**src/rtl/int_request_ctrl.sv**
```systemverilog
// Purpose : requester side of the interrupt handshake; synchronises two async lines,
//           pends their rising edges, masks them and presents one stable request.
// Latency : IRQ_Int rises SYNC_STAGES+2 clock edges after an IrqIn rising transition.
// Backpr. : a presented request is held until IntAck (or until its mask bit drops);
//           new edges accumulate in Pending meanwhile and are never lost.
//
// Ports:
//   Clock, Reset      - system clock, asynchronous active-high reset
//   IrqIn[1:0]        - asynchronous external interrupt lines (rising-edge sensitive)
//   IntAck            - one-cycle pulse: controller has taken the interrupt vector
//   MaskWrEn/MaskWrData - software mask write strobe / value (bit n=1 enables line n)
//   IRQ_Int, IID_Sync - registered request and its ID (0 -> EV_INT_0, 1 -> EV_INT_1)
//   Pending, Mask     - raw pending flags and current mask, for software readback
module int_request_ctrl #(
  parameter int         SYNC_STAGES = 2,   // legal range 2..4
  parameter logic [1:0] MASK_RST    = 2'b11
) (
  input  logic       Clock,
  input  logic       Reset,
  input  logic [1:0] IrqIn,
  input  logic       IntAck,
  input  logic       MaskWrEn,
  input  logic [1:0] MaskWrData,
  output logic       IRQ_Int,
  output logic       IID_Sync,
  output logic [1:0] Pending,
  output logic [1:0] Mask
);

  typedef enum logic [1:0] {
    IDLE = 2'd0,
    REQ  = 2'd1,
    GAP  = 2'd2
  } state_t;

  // Element 0 of sync_q is the first synchroniser stage for both lines.
  logic [SYNC_STAGES-1:0][1:0] sync_q, sync_d;
  logic [1:0] prev_q, prev_d;
  logic [1:0] pend_q, pend_d;
  logic [1:0] mask_q, mask_d;
  state_t     state_q, state_d;
  logic       cur_q, cur_d;
  logic       irq_q, irq_d;

  logic [1:0] edge_det;
  logic [1:0] clr;
  logic [1:0] eligible;
  logic       sel;

  always_comb begin
    sync_d   = {sync_q[SYNC_STAGES-2:0], IrqIn};
    prev_d   = sync_q[SYNC_STAGES-1];
    edge_det = sync_q[SYNC_STAGES-1] & ~prev_q;

    // Only an acknowledged request clears its own flag; IntAck elsewhere is ignored.
    clr = 2'b00;
    if (state_q == REQ && IntAck) begin
      clr = cur_q ? 2'b10 : 2'b01;
    end
    // Set after clear: an edge coinciding with the ack re-pends the line.
    pend_d = (pend_q & ~clr) | edge_det;

    mask_d = MaskWrEn ? MaskWrData : mask_q;

    eligible = pend_q & mask_q;
    sel      = ~eligible[0];   // line 0 has priority
  end

  always_comb begin
    state_d = state_q;
    cur_d   = cur_q;
    case (state_q)
      IDLE: begin
        if (eligible != 2'b00) begin
          state_d = REQ;
          cur_d   = sel;
        end
      end
      REQ: begin
        // ID is frozen while requesting: no preemption by a later line-0 edge.
        if (IntAck) begin
          state_d = GAP;
        end else if (!mask_q[cur_q]) begin
          state_d = IDLE;
        end
      end
      GAP: begin
        // One dead cycle so the controller cannot re-take during its flush.
        state_d = IDLE;
      end
      default: state_d = IDLE;
    endcase
    irq_d = (state_d == REQ);
  end

  always_ff @(posedge Clock or posedge Reset) begin
    if (Reset) begin
      sync_q  <= '0;
      prev_q  <= 2'b00;
      pend_q  <= 2'b00;
      mask_q  <= MASK_RST;
      state_q <= IDLE;
      cur_q   <= 1'b0;
      irq_q   <= 1'b0;
    end else begin
      sync_q  <= sync_d;
      prev_q  <= prev_d;
      pend_q  <= pend_d;
      mask_q  <= mask_d;
      state_q <= state_d;
      cur_q   <= cur_d;
      irq_q   <= irq_d;
    end
  end

  assign IRQ_Int  = irq_q;
  assign IID_Sync = cur_q;
  assign Pending  = pend_q;
  assign Mask     = mask_q;

endmodule

```
**config.mk**
```make
export PLATFORM = sky130hd
export DESIGN_NAME = int_request_ctrl
export DESIGN_NICKNAME = d
export VERILOG_FILES = /design/src/rtl/int_request_ctrl.sv
export SDC_FILE = /design/constraint.sdc
export NUM_CORES = 1
export LEC_CHECK = 0
export ABC_AREA = 1
export BUFFER_PORTS_ARGS = -buffer_cell sky130_fd_sc_hd__buf_2
export CAP_MARGIN = 20
export CORE_UTILIZATION = 30
export DETAILED_ROUTE_END_ITERATION = 8
export PLACE_DENSITY_LB_ADDON = 0.08
export SYNTH_ARGS = -nofsm -noshare
export SYNTH_HDL_FRONTEND = slang
export SYNTH_SLANG_ARGS = --single-unit
```
**constraint.sdc**
```tcl
create_clock -name Clock -period 2.7 [get_ports Clock]
set_input_delay 0.54 -clock Clock [delete_from_list [all_inputs] [get_ports Clock]]
set_output_delay 0.54 -clock Clock [all_outputs]
set_load 0.02 [all_outputs]
```
==> impl_metrics.json <==
{
  "drt_iter0_markers": 3,
  "track_usage_pct": 11.3,
  "clk_pin_slew_ns": 0.09,
  "cts_buffer_depth": 2,
  "die-height_um": 42.7,
  "rrSetupSlack_ns": 1.73,
  "postCtsHoldBufs": 0,
  "first_global_vias": 311,
  "critPathSlowestCell": "dfstp_2",
  "dp_cells": 77,
  "fin_nets": 74,
  "syn-num-nets": 56,
  "p_sw_share_pct": 34.9,
  "viasPerCell": 4.33,
  "worstPathBufferInverterCount": 1,
  "layout_common_cells": "nand2_1 (18), buf_2 (13), dfrtp_1 (12)",
  "grt_overflow": 0,
  "cp_max_fo": 4,
  "synth_top_area_share_pct": 60.5,
  "cts_resized": 0,
  "syn_area_um2": 497,
  "p_int_uw": 399,
  "path_cells": "buf_2",
  "wire_per_inst_um": 10.2,
  "area_growth_pct": 24.4,
  "path_class": "reg2out",
  "drive_above_1_share_pct": 30.8,
  "instances_no_fill": 81,
  "hold_path.class": "in2async",
  "dpl_cell_area_um2": 582,
  "dr.pass1.iters": 3,
  "max_stage_delay_ns": 0.55,
  "drtAntennaViolNets": 0,
  "min_period_ns": 1.52,
  "p_comb_share_pct": 26.6,
  "root_buffer": "clkbuf_4",
  "antenna_cells": 0,
  "fin_area_um2": 618,
  "hold_viol": 0,
  "antenna_found_initial": 0,
  "maxSlewViolCount": 0,
  "pwr-share-clk_pct": 24.5,
  "end_kind": "output pin",
  "fin_skew_ns": 0.00683,
  "final_common_cell": "nand2_1",
  "fin_setup_tns_ns": 0,
  "share_seq_of_total_power_pct": 48.9,
  "syn_inst": 48,
  "rsz0062_at_grt": "no",
  "peakVddDrop_v": 0.000343,
  "yosys_warnings": 0,
  "drt-total-wl_um": 824,
  "seq_area_frac_synth_pct": 71.0,
  "numPortBuffers": 13,
  "start_util_pct": 32.6,
  "power_density_nw_per_um2": 992,
  "status": "complete, no violations",
  "io_pins": 14,
  "start_kind": "register",
  "cts-buffers-inserted": 3,
  "maxCapViolCount": 0,
  "ys_types": 10,
  "worst_slew_pin_slew_ns": 0.526,
  "synth_seq_cells": 14,
  "cts_tree": "done",
  "relSlewSlack_pct": 64.9,
  "coreArea_um2": 1520,
  "htreeDepth": 1,
  "cts_sinks": 14,
  "cts_setup_buffers": 0,
  "power_switching_uw": 214,
  "drc": 0,
  "die_area_um2": 1820,
  "min_period_over_period_pct": 56.5,
  "whs_ns": 0.279,
  "cellLeakagePower_nw": 0.336,
  "required_ns": 2.16,
  "clock.fmax_mhz": 656,
  "cpLargestDelayFamily": "flip-flops",
  "dr_total_vias": 351,
  "finalSetupViolations": 0,
  "place_hpwl_um": 586,
  "clk_latency_ns": 0.28,
  "avgSynthCellArea_um2": 10.3,
  "rows": 14,
  "grt_first_pass_wirelength_um": 1390,
  "yosys-top-cells-area": "dfrtp_1 (60%), nand2_1 (14%), dfstp_2 (11%), inv_1 (5.3%), nand4_1 (2.5%)",
  "grt_max_degree": 15,
  "synth_top_cell_by_area": "dfrtp_1",
  "die_w_um": 42.7,
  "gp_congestion": 0.702,
  "worstPathArrival_ns": 0.98
}
[path summary, 6_finish.rpt]
| kind | start | end | cells after the start |
|---|---|---|---|
| max | Mask[1]$_DFFE_PP1P_ | Mask[1] | 1 |
| min | Reset | Pending[1]$_DFF_PP0_ | 2 |
| max reg2reg | Mask[0]$_DFFE_PP1P_ | IID_Sync$_DFFE_PP0P_ | 5 |
| min reg2reg | sync_d[3]$_DFF_PP0_ | prev_d[1]$_DFF_PP0_ | 0 |
| max in group asynchronous | Reset | Mask[1]$_DFFE_PP1P_ | 2 |
| min in group Clock | sync_d[3]$_DFF_PP0_ | prev_d[1]$_DFF_PP0_ | 0 |
[through the flow]
step                      util (%)  power (mW)  setup slack, ns
final                         40.6       0.613             1.18
after global routing          40.6       0.657             1.13
after global placement        38.2       0.468             1.48
after CTS                     40.6       0.625             1.15
after detailed placement      38.2       0.468             1.47
after floorplan                  -       0.409             1.58
[flip-flops by register name, summed over array words and instances, names as in the netlist]
register	cells
Mask	2
Pending	2
prev_d	2
prev_q	2
state_q	2
sync_d	2
IID_Sync	1
IRQ_Int	1
[power by group through the flow]
stage / clock network (mW) / registers, mW / logic, mW
final: 0.150 / 0.299 / 0.163
after CTS: 0.159 / 0.299 / 0.166
after detailed placement: 0 / 0.303 / 0.165
after global routing: 0.168 / 0.306 / 0.184
after global placement: 0 / 0.304 / 0.164
after floorplan: 0 / 0.333 / 0.0754
[Yosys cell counts]
cell type  number
nand2_1        18
nand4_1         2
dfrtp_1        12
nor2_1          3
inv_1           7
nand3_1         1
o21ai_0         1
dfstp_2         2
mux2_2          1
o21ai_1         1
[logic make-up after synthesis]
logic type	count (synthesis)	share of synthesized area [%]
AOI/OAI and AO/OA	2	2.01
DFF	14	71.0
buffers and inverters	7	5.29
muxes	1	2.27
and+or+nand+nor	24	19.4
[metal layers]
| layer | vias to the layer above | wire length, um | share of wire (%) | track usage [%] |
|---|---|---|---|---|
| met2 | 12 | 322 | 39 | 13.6 |
| met1 | 155 | 447 | 54 | 15.0 |
| met3 | 2 | 42 | 5.1 | 5.11 |
| met5 | - | 0 | 0 | 0 |
| li1 | 182 | - | - | - |
| met4 | 0 | 11 | 1.3 | 9.38 |
[cell type report]
cell class,instances,area [um2]
Multi-Input combinational cell,27,118
Sequential cell,14,353
Tap cell,16,20.0
Clock buffer,4,36.3
Timing Repair Buffer,13,65.1
Inverter,7,26.3
Fill cell,161,906
(Power assumes the default switching activity.)
